## src/rtl/uart_pkg.sv

```systemverilog
// Shared types and defaults for the UART transmit arbiter.
package uart_pkg;

    typedef enum logic [1:0] {
        IDLE    = 2'd0,
        WAIT_HI = 2'd1,
        WAIT_LO = 2'd2
    } state_e;

    localparam int NREQ_DEF        = 4;
    localparam int ACK_TIMEOUT_DEF = 15;

endpackage

```

## src/rtl/uart_tx_arb_rr_pick.sv

```systemverilog
// Combinational round-robin picker: first requester after 'last', wrapping modulo NREQ.
module rr_pick
    import uart_pkg::*;
#(
    parameter int NREQ = NREQ_DEF,
    localparam int LW  = $clog2(NREQ)
) (
    input  logic [NREQ-1:0] req,
    input  logic [LW-1:0]   last,
    output logic [NREQ-1:0] win,
    output logic            vld
);

    always_comb begin
        win = '0;
        vld = 1'b0;
        // Distance k from the previous winner; the nearest requester wins.
        for (int k = 1; k <= NREQ; k++) begin
            for (int i = 0; i < NREQ; i++) begin
                if (!vld && req[i] && (((int'(last) + k) % NREQ) == i)) begin
                    win[i] = 1'b1;
                    vld    = 1'b1;
                end
            end
        end
    end

endmodule

```

## src/rtl/uart_tx_arb.sv

```systemverilog
// Shares one UART transmitter among NREQ byte requesters with round-robin arbitration
// and a busy-handshake watchdog.
module uart_tx_arb
    import uart_pkg::*;
#(
    parameter int NREQ        = NREQ_DEF,
    parameter int ACK_TIMEOUT = ACK_TIMEOUT_DEF
) (
    input  logic              clk,
    input  logic              rst,
    input  logic [NREQ-1:0]   req,
    input  logic [NREQ*8-1:0] req_data,
    output logic [NREQ-1:0]   gnt,
    output logic [NREQ-1:0]   done,
    output logic              act,
    output logic [7:0]        tx_data,
    input  logic              busy,
    output logic              err
);

    localparam int LW = $clog2(NREQ);
    localparam int CW = $clog2(ACK_TIMEOUT + 1);

    state_e          state_q, state_d;
    logic [CW-1:0]   cnt_q, cnt_d;
    logic [LW-1:0]   last_q, last_d;
    logic [LW-1:0]   owner_q, owner_d;
    logic            act_q, act_d;
    logic [NREQ-1:0] gnt_q, gnt_d;
    logic [NREQ-1:0] done_q, done_d;
    logic            err_q, err_d;
    logic [7:0]      tx_data_q, tx_data_d;

    logic [NREQ-1:0] win;
    logic            win_vld;
    logic [LW-1:0]   win_idx;
    logic [7:0]      win_byte;

    rr_pick #(.NREQ(NREQ)) u_pick (
        .req  (req),
        .last (last_q),
        .win  (win),
        .vld  (win_vld)
    );

    always_comb begin
        win_idx  = '0;
        win_byte = '0;
        for (int i = 0; i < NREQ; i++) begin
            if (win[i]) begin
                win_idx  = LW'(i);
                win_byte = req_data[8*i +: 8];
            end
        end
    end

    always_comb begin
        state_d   = state_q;
        cnt_d     = cnt_q;
        last_d    = last_q;
        owner_d   = owner_q;
        act_d     = 1'b0;
        gnt_d     = '0;
        done_d    = '0;
        err_d     = 1'b0;
        tx_data_d = tx_data_q;

        case (state_q)
            IDLE: begin
                if (win_vld && !busy) begin
                    act_d     = 1'b1;
                    gnt_d     = win;
                    tx_data_d = win_byte;
                    owner_d   = win_idx;
                    last_d    = win_idx;
                    cnt_d     = '0;
                    state_d   = WAIT_HI;
                end
            end
            WAIT_HI: begin
                if (busy) begin
                    cnt_d   = '0;
                    state_d = WAIT_LO;
                end else if (cnt_q == CW'(ACK_TIMEOUT - 1)) begin
                    // Count would reach ACK_TIMEOUT: give up on this byte, no done.
                    err_d   = 1'b1;
                    cnt_d   = '0;
                    state_d = IDLE;
                end else begin
                    cnt_d = cnt_q + 1'b1;
                end
            end
            WAIT_LO: begin
                if (!busy) begin
                    for (int i = 0; i < NREQ; i++) begin
                        done_d[i] = (LW'(i) == owner_q);
                    end
                    state_d = IDLE;
                end
            end
            default: state_d = IDLE;
        endcase
    end

    always_ff @(posedge clk or posedge rst) begin
        if (rst) begin
            state_q   <= IDLE;
            cnt_q     <= '0;
            last_q    <= LW'(NREQ - 1);
            owner_q   <= '0;
            act_q     <= 1'b0;
            gnt_q     <= '0;
            done_q    <= '0;
            err_q     <= 1'b0;
            tx_data_q <= 8'h00;
        end else begin
            state_q   <= state_d;
            cnt_q     <= cnt_d;
            last_q    <= last_d;
            owner_q   <= owner_d;
            act_q     <= act_d;
            gnt_q     <= gnt_d;
            done_q    <= done_d;
            err_q     <= err_d;
            tx_data_q <= tx_data_d;
        end
    end

    assign act     = act_q;
    assign gnt     = gnt_q;
    assign done    = done_q;
    assign err     = err_q;
    assign tx_data = tx_data_q;

endmodule
```

## config.mk

```make
export PLATFORM = sky130hd
export DESIGN_NAME = uart_tx_arb
export DESIGN_NICKNAME = d
export VERILOG_FILES = /design/src/rtl/uart_pkg.sv /design/src/rtl/uart_tx_arb_rr_pick.sv /design/src/rtl/uart_tx_arb.sv
export SDC_FILE = /design/constraint.sdc
export NUM_CORES = 1
export LEC_CHECK = 0
export BUFFER_PORTS_ARGS = -buffer_cell sky130_fd_sc_hd__buf_2
export CORE_ASPECT_RATIO = 2
export CORE_MARGIN = 5
export CORE_UTILIZATION = 49
export DETAILED_ROUTE_END_ITERATION = 7
export GPL_ROUTABILITY_DRIVEN = 1
export PLACE_DENSITY = 0.8
export REMOVE_ABC_BUFFERS = 1
export SYNTH_ARGS = -nofsm -noshare
export SYNTH_HDL_FRONTEND = slang
export SYNTH_HIERARCHICAL = 1
export SYNTH_SLANG_ARGS = --single-unit
export TNS_END_PERCENT = 5
```

## constraint.sdc

```tcl
create_clock -name clk -period 2 [get_ports clk]
set_input_delay 0.1 -clock clk [delete_from_list [all_inputs] [get_ports clk]]
set_output_delay 0.1 -clock clk [all_outputs]
set_load 0.01 [all_outputs]
```

==> metrics, run 1 <==
status finished, final reports clean; final hold viol count 0; Register-to-Register Path Depth 5; Hold Slack 0.0773 ns; RSZ-0062 raised after global routing false; H-tree levels 1; Peak Freq 534 MHz; Root Buffer clkbuf_8; Setup TNS Final 0 ns; Final period util between 90% and 100%; slowest cell delay on critical path between 0.6 and 0.7 ns; P_sw 0.000916 W; critical path peak fanout 18; Pwr Total approximately 0.0024 W; most frequent cells in the layout 56 x buf_2, 26 x dfrtp_1, 20 x nor2_1; largest area contributor in the netlist dfrtp_1; Worst Hold End tx_data[4]; largest net degree at the start of global routing 29; DR DRC count 0; global-route wire length before repair 5500 um; Mapped Area 0.00154 mm^2; Setup violations, final 0; synth warn 6; # diodes 0; reg2reg start last_q[1]; sequential share of power between 30% and 40%; Hold Crit Class in -> reg; DP Wirelength 2620 um; Finished Layout Cells 248; most common flop cell mapped by yosys dfrtp_1; commonest non-fill, non-tap cell in the layout buf_2; RePlAce Congestion 0.803; Clock Latency Late Sink 0.27 ns; DRT antenna net count 0; Critical Path RT 2.20 ns; Sink Count 28; Rows 29; Area growth syn-to-layout 24.4%; Async SR Flop Fraction 100%; RR Endpoint tx_data[0]; crit-path cells nor2_1 > o311a_4 > nand3b_1 > a221o_1 > a31oi_4; CTS tree yes; initial antenna violation count 0; worst hold path stage count 3; min-delay src req_data[28]; CP delay by family, top compound AO/OA/AOI/OAI gates; NumNets Final 259; die width 49.7 um; core area 0.00312 mm^2; Starting Density 49.4%; placed instance count 243; IO Pins 57; post-CTS setup buffers 0; Pwr per Cell Area 1260 mW/mm^2; WP buf/inv 0; Critical-path top delay cell dfstp_2; Inserted Clock Buffers 3; Pint 0.00151 W; FF-to-FF setup slack 0.13 ns; Die ar. 0.00444 mm^2; CP arrival 2.07 ns; share of layout cells above drive strength 1 approximately 35%; fin crit period roughly 1.9 ns; DRT iter0 DRCs 23; first-pass detailed-route iteration total 4; #FFs+latches synth 28; post-synthesis area per instance 9.52 um^2; clock share of power 18.1%; vias in the first global route 1296; WL/cell 13.7 um; Cell variety after synth 36; GRT Residual Overflow 0; Switching Share 37.8%; Post-synth EDFFs 0; Comb power frac between 40% and 50%; Vias/cell 5.44; DRT Wirelength 3390 um; Worst-path clk slew 0.09 ns; Worst Skew roughly 0.0024 ns; Worst Tran Pin Value just under 0.7 ns; VDD IR-drop max 1.08 mV; final max-slew violation count 0; Rel. slew slack 53.7%; Max Cap Violations 0; Worst setup SP type flop; cells after synthesis roughly 160; GRT Total Usage ~15%; deepest clock path buffer count 2; IO buf count between 50 and 60; die extent in y 89.3 um; critical path class reg -> reg; sequential share of the synthesized area 45.6%; vias post-DR between 1000 and 1500; Leak about 0.94 nW; synth top area cells dfrtp_1 42%, a221o_1 5.2%, nor2_1 4.9%; Critical Path Sink Type flop; Synth top area share between 40% and 50%
## logic make-up (layout without fill, tap and decap cells)
logic type / after synthesis / in the layout / synth area share [%]
buffers and inverters: 25 / 80 / 8.68
and+or+nand+nor: 68 / 68 / 23.5
AOI/OAI and AO/OA: 38 / 38 / 20.0
adders and majority gates: 2 / 2 / 1.62
xor gates and xnor gates: 1 / 1 / 0.568
DFF: 28 / 28 / 45.6
## metal layers
layer | global-route usage [%] | vias to the layer above | part of all wire [%]
met5 | 0 | - | 0
met4 | 6.21 | 0 | 2.4
met3 | 2.17 | 8 | 4.8
met1 | 15.3 | 632 | 36
li1 | - | 672 | -
met2 | 30.3 | 38 | 57
## worst register-to-register path: cells and delay by family (launching register included)
family | cells | cell delay (ns)
compound gates | 3 | 0.93
simple gates | 2 | 0.26
flops | 1 | 0.61
## final cells by class
type / instances / area, um^2
fillers: 297 / 1200
multi-input cells: 109 / 717
flip-flops and latches: 28 / 703
repair buffers: 59 / 318
inverters: 17 / 68.8
clock buffers: 3 / 41.3
well taps: 31 / 38.8
clock inverters: 1 / 30.0
## power groups by stage
| stage | clock, W | combinational (W) | sequential, W |
|---|---|---|---|
| floorplan | 0 | 0.000668 | 0.000975 |
| global placement | 0 | 0.00101 | 0.000939 |
| detailed placement | 0 | 0.00103 | 0.000945 |
| CTS | 0.000451 | 0.00104 | 0.000935 |
| global route | 0.000461 | 0.00116 | 0.000965 |
| finish | 0.000439 | 0.00105 | 0.000937 |
## synth_stat cells (3+ instances only)
library cell	n
nor2_1	20
and3_1	3
dfrtp_1	26
nor2_2	3
o21ai_0	4
nand3_1	4
a31oi_1	5
clkbuf_1	3
a21oi_1	11
a221o_1	8
a31oi_4	3
nand2_1	13
inv_1	15
nor3b_1	3
and2_1	5
nand3b_1	8
## worst max path at each step
stage | slack, ns | end | from | depth (start not counted)
after floorplan | 0.16 | tx_data[1] | last_q[0] | 6
after global placement | 0.06 | tx_data[0] | last_q[1] | 5
after detailed placement | 0.02 | tx_data[0] | last_q[1] | 5
after CTS | 0.0001 | tx_data[0] | last_q[1] | 5
after global routing | 0.06 | tx_data[3] | last_q[1] | 5
final | 0.13 | tx_data[0] | last_q[1] | 5
## stage by stage
step	instance area, um^2	setup WS [ns]	util [%]
final	1920	0.128	61.4
after global routing	1920	0.0582	61.4
after CTS	1900	0.000106	61.0
after detailed placement	1820	0.0194	58.4
after global placement	1820	0.0650	58.4
after floorplan	1480	0.161	-
## state kept, by name, summed over array words and instances (netlist names)
register and flops:
err 1, tx_data 8, cnt_q 4, done 4, act 1, state_q 2, owner_q 2, last_q 2
gnt 4
## repair_timing
item	in CTS	in global routing
hold endpoints to repair	26	0
hold buffers	1	0
setup endpoints to repair	0	10
gates resized for setup	0	3
No activity file was read; power rests on OpenSTA's default activity.
==> inputs of run 2 (changes only) <==
Settings changed: CORE_ASPECT_RATIO 2 to 1.2, RECOVER_POWER set to 25, SLEW_MARGIN set to 5.
==> metrics, run 2 (synthesis gave the netlist of run 1 again) <==
Worst-path clk slew 0.14 ns (+0.05 ns); Starting Density 50.5% (+1.1 points); grt met2 use 27.5% (-2.7 points); final max-slew violation count 0 (unchanged); Vias/cell 5.39 (-1.1%); Critical Path Sink Type flop; Area growth syn-to-layout 22.2%; P_sw 0.000881 W (-3.8%); Register-to-Register Path Depth 5 (unchanged); Rel. slew slack 55.4% (+1.7 points); Pint 0.00132 W (-12%); RSZ-0062 raised after global routing false; busiest layer in global routing met2; DR DRC count 0 (unchanged); reg2reg start last_q[1]; VDD IR-drop max 0.616 mV (-43%); RR Endpoint tx_data[1]; Worst Tran Pin Value 0.669 ns (-0.0236 ns); Worst setup SP type flop; M1 GR Usage 18.7% (+3.4 points); worst setup path end tx_data[1]; CP arrival 2.13 ns (+0.06 ns); Peak Freq 533 MHz (-0.18%); Critical Path RT 2.26 ns (+0.06 ns); IO Pins 57 (unchanged); status finished, final reports clean; Setup violations, final 0 (unchanged); DRT iter0 DRCs 18 (-22%); met3 Track Usage GR 1.26% (-0.91 points); Final period util 93.8% (+0.17 points); DRT antenna net count 0 (unchanged); max reg flops 8 (unchanged); H-tree levels 1 (unchanged); die extent in y 71.4 um (-20%); Leak 0.924 nW (-1.7%); first-pass detailed-route iteration total 4 (unchanged); global-route wire length before repair 5340 um (-2.9%); GRT Total Usage 15.5% (+0.18 points); IO buf count 56 (unchanged); Pwr per Cell Area 1170 mW/mm^2 (-7.5%); Worst Skew 0.000818 ns (-0.00159 ns); GRT Residual Overflow 0 (unchanged); DP Wirelength 2460 um (-5.8%); Die ar. 0.00437 mm^2 (-1.4%); Setup TNS Final 0 ns (unchanged); vias post-DR 1368 (+1.3%); FF-to-FF setup slack 0.12 ns (about the same); commonest non-fill, non-tap cell in the layout buf_2; most frequent cells in the layout 56 x buf_2, 26 x dfrtp_1, 20 x nor2_1; fin crit period 1.88 ns (+0.00346 ns); Hold Crit Class in -> reg; Root Buffer clkbuf_4; Switching Share 40.0% (+2.2 points); critical path peak fanout 18 (unchanged); NumNets Final 260 (+0.39%); RePlAce Congestion 0.767 (-4.4%); # diodes 0 (unchanged); Clock Latency Late Sink 0.32 ns (+0.05 ns); sequential share of power 42.3% (+3.6 points); Max Cap Violations 0 (unchanged); WL/cell 12.7 um (-6.9%); Inserted Clock Buffers 3 (unchanged); core area 0.00306 mm^2 (-2.1%); clock share of power 10.6% (-7.5 points); CTS tree yes; DRT Wirelength 3230 um (-4.7%); Critical path origin last_q[1]; Pwr Total 0.00220 W (-9.1%); largest net degree at the start of global routing 29 (unchanged); critical path class reg -> reg; Layout fillers 286 (-3.7%); deepest clock path buffer count 2 (unchanged); Comb power frac 47.1% (+3.9 points); final hold viol count 0 (unchanged); Sink Count 28 (unchanged); vias in the first global route 1283 (-1.0%); Rows 22 (-24%); die width 61.2 um (+23%); share of layout cells above drive strength 1 35.3% (-0.16 points); initial antenna violation count 0 (unchanged)
run 2: changes by cell type in the layout (fill, tap and decap cells not counted):
cell / delta
clkbuf_8: -3
clkbuf_4: +3
clkbuf_1: +1
clkbuf_2: +1
bufinv_16: -1
run 2: layout make-up:
cell class	instances	area [um^2]	share of cell area, %
Multi-Input combinational cell	109	717	38.1
Sequential cell	28	703	37.3
Timing Repair Buffer	60	323	17.1
Inverter	17	68.8	3.65
Tap cell	36	45.0	2.39
Clock buffer	4	26.3	1.40
run 2: worst min-delay path by stage:
stage	from	endpoint	slack, ns	cells after the start
after floorplan	rst	act	0.16	1
after global placement	rst	act	0.18	3
after detailed placement	rst	act	0.18	3
after CTS	req_data[27]	tx_data[3]	0.006	3
after global routing	req_data[27]	tx_data[3]	0.02	3
final	req_data[27]	tx_data[3]	0.02	3
run 2: critical path: stages (launching register included):
cell	delay [ns]
dfstp_2	0.63
nor2_1	0.08
o311a_4	0.43
nand3b_1	0.19
a221o_1	0.34
a31oi_4	0.15
run 2: stage by stage:
step	setup slack, ns	std cells	hold WS, ns	instance area, um^2	util, %
2_1_floorplan	0.161	154	0.164	1480	-
4_1_cts	0.0499	254	0.00630	1870	61.3
6_report	0.125	254	0.0189	1880	61.6
3_5_place_dp	0.0106	249	0.184	1840	60.1
3_3_place_gp	0.0775	249	0.178	1840	60.1
5_1_grt	0.0110	254	0.0165	1880	61.6
run 2: what timing repair did:
action	CTS	global route
setup buffers	0	0
hold buffers	1	0
resized for setup	1	2
endpoints found under the setup margin	2	7
endpoints found under the hold margin	26	0
run 2: per-layer routing:
metal  up-vias  wire (um)
met5         -          0
met4         0         46
met3         4        193
met2        50       1670
met1       640       1330
li1        674          -
run 2: power groups by stage:
stage	sequential, W	clock (W)	combinational [W]
3_5_place_dp	0.000945	0	0.00104
4_1_cts	0.000934	0.000246	0.00104
5_1_grt	0.000972	0.000259	0.00116
2_1_floorplan	0.000975	0	0.000668
3_3_place_gp	0.000935	0	0.00102
6_report	0.000932	0.000232	0.00104
==> inputs of run 3 (changes only) <==
Settings changed: ABC_AREA set to 1, HOLD_SLACK_MARGIN set to 0.02.
==> metrics, run 3 <==
met2 WL 2260 um (+36%); core area 0.00328 mm^2 (+7.4%); cells after synthesis 217 (+34%); NumNets Final 346 (+33%); IO buf count 56 (unchanged); most frequent cells in the layout 71 x nand2_1, 44 x buf_2, 30 x inv_1; final core occ 68.8% (+7.2 points); Comb power frac 60.4% (+13 points); Max Cap Violations 0 (unchanged); Worst Tran Pin Value 0.733 ns (+0.0635 ns); Sink Count 28 (unchanged); Post-synth EDFFs 0 (unchanged); Setup TNS Final -5.86 ns (-5.86 ns); Pint 0.00173 W (+31%); WL/cell 12.8 um (+0.98%); synth top area cells dfrtp_1 40%, nand2_1 17%, inv_1 6.9%; post-synthesis area per instance 7.55 um^2 (-21%); Area growth syn-to-layout 37.8%; share of layout cells above drive strength 1 33.6% (-1.8 points); vias in the first global route 1712 (+33%); max reg flops 8 (unchanged); Rel. slew slack 51.1% (-4.3 points); RSZ-0062 raised after global routing true; DRT Wirelength 4380 um (+36%); H-tree levels 1 (unchanged); sequential share of the synthesized area 42.9% (-2.7 points); sequential share of power 28.2% (-14 points); most frequent CP cell nor2_4; critical path peak fanout 8 (-10); Peak Freq 427 MHz (-20%); GRT Total Usage 19.4% (+3.9 points); multi-input logic area 823 um^2 (+15%); # diodes 0 (unchanged); largest net degree at the start of global routing 21 (-28%); Die ar. 0.00460 mm^2 (+5.3%); RePlAce Congestion 0.946 (+23%); clock share of power 11.4% (+0.8 points); Critical-path top delay cell dfstp_2; VDD IR-drop max 0.898 mV (+46%); GRT Residual Overflow 0 (unchanged); Starting Density 49.9% (-0.53 points); global-route wire length before repair 7270 um (+36%); design area 0.00226 mm^2 (+20%); Mapped Area 0.00164 mm^2 (+6.3%); Switching Share 44.2% (+4.2 points); Reg area 703 um^2 (unchanged); Metal-1 WL 1860 um (+41%); Synth top area share 39.7% (-2.5 points); deepest clock path buffer count 2 (unchanged); Async SR Flop Fraction 100% (unchanged); CP delay by family, top simple AND/OR/NAND/NOR gates; P_sw 0.00137 W (+55%); Leak 1.26 nW (+37%); Worst Skew 0.00134 ns (+0.000517 ns); Area after DPL 0.00214 mm^2 (+17%); Setup violations, final 22 (+22); IO Pins 57 (unchanged); DP Wirelength 3430 um (+39%); Inserted Clock Buffers 3 (unchanged); initial antenna violation count 0 (unchanged); Pwr Total 0.00310 W (+41%); final max-slew violation count 0 (unchanged); most common flop cell mapped by yosys dfrtp_1; FF-to-FF setup slack -0.34 ns (-0.47 ns); critical path class reg -> reg; Highest Signal Layer met4; largest area contributor in the netlist dfrtp_1; Hold Crit Class in -> reg; top-count cell post-synth nand2_1; WL met3 164 um (-15%); die extent in y 73.3 um (+2.6%); Clock Latency Late Sink 0.28 ns (-0.04 ns); vias post-DR 1689 (+23%); synth warn 6 (unchanged); Rows 23 (+4.5%); Root Buffer clkbuf_8; crit-path cells nor2_2 > nand2_2 > nand3_2 > nor3_4 > nand4_2 > nor2_4 > nand4_4 > nor2_4 > nand4_1 > inv_1 > nor2_2 > nand2_4 > buf_12 > nor2_4 > o211ai_1 > nand2_1; #FFs+latches synth 28 (unchanged); CTS tree yes; die width 62.8 um (+2.6%); first-pass detailed-route iteration total 4 (unchanged); Cell variety after synth 30 (-17%); WP buf/inv 2 (+2); DR DRC count 0 (unchanged); Worst setup SP type flop; Critical Path RT 2.17 ns (-0.09 ns); commonest non-fill, non-tap cell in the layout nand2_1; status finished with violations; Final period util 117% (+23 points); CP arrival 2.51 ns (+0.38 ns); DRT iter0 DRCs 83 (+65); final setup margin -0.341 ns (-0.466 ns); DRT antenna net count 0 (unchanged); failing checks negative setup slack; Layout fillers 269 (-5.9%); slowest cell delay on critical path 0.58 ns (-0.05 ns); final hold viol count 0 (unchanged); Pwr per Cell Area 1370 mW/mm^2 (+17%); fin crit period 2.34 ns (+0.466 ns); Critical Path Sink Type flop; Vias/cell 4.95 (-8.0%); ranking of synthesized cells by instance count 73 x nand2_1, 30 x inv_1, 26 x dfrtp_1, 14 x nor2_1, 12 x nand3_1; Worst-path clk slew 0.09 ns (-0.05 ns)
[run 3: metal layers]
metal | vias up | GRT usage [%]
met2 | 45 | 34.3
met3 | 8 | 2.45
li1 | 868 | -
met5 | - | 0
met1 | 768 | 23.6
met4 | 0 | 8.96
[run 3: through the flow]
stage,hold WS [ns],worst slack (ns),std cells
after floorplan,0.164,-0.425,214
after global placement,0.259,-0.262,334
after detailed placement,0.261,-0.356,334
after CTS,0.0526,-0.349,340
after global routing,0.0615,-0.507,341
final,0.0550,-0.341,341
[run 3: timing repair]
item,in CTS,in global routing
gates resized for setup,3,8
setup buffers,1,1
hold endpoints to repair,16,0
hold buffers,1,0
endpoints found under the setup margin,22,22
pin swaps,1,0
[run 3: logic make-up after synthesis]
family,after synthesis,synth area share [%]
compound gates,29,10.5
fa+ha+maj,2,1.53
buf+inv,36,9.01
flops,28,42.9
simple gates,122,36.1
[run 3: path summary, 6_finish.rpt]
check / end / from / depth (start not counted)
setup / recovery: tx_data[6] / last_q[1] / 16
hold / removal: tx_data[5] / req_data[21] / 3
setup reg to reg: tx_data[6] / last_q[1] / 16
hold reg to reg: done[0] / owner_q[1] / 1
max in group asynchronous: done[1] / rst / 4
min in group asynchronous: tx_data[1] / rst / 3
[run 3: final cells by class]
type	instances	area share (%)
Clock buffer	4	2.44
Inverter	33	5.49
Multi-Input combinational cell	153	36.5
Sequential cell	28	31.2
Tap cell	37	2.05
Timing Repair Buffer	86	22.4
[run 3: power groups by stage]
stage / Combinational, W / Sequential [W] / Clock [W]
final: 0.00187 / 0.000873 / 0.000353
after global routing: 0.00208 / 0.000899 / 0.000388
after CTS: 0.00182 / 0.000869 / 0.000356
after detailed placement: 0.00176 / 0.000879 / 0
after global placement: 0.00175 / 0.000874 / 0
after floorplan: 0.000994 / 0.000927 / 0
[run 3: worst register-to-register path: cells and delay by family (launching register included)]
kind / cells / cell delay, ns
flops: 1 / 0.58
simple gates: 13 / 1.34
compound gates: 1 / 0.10
buf+inv: 2 / 0.22
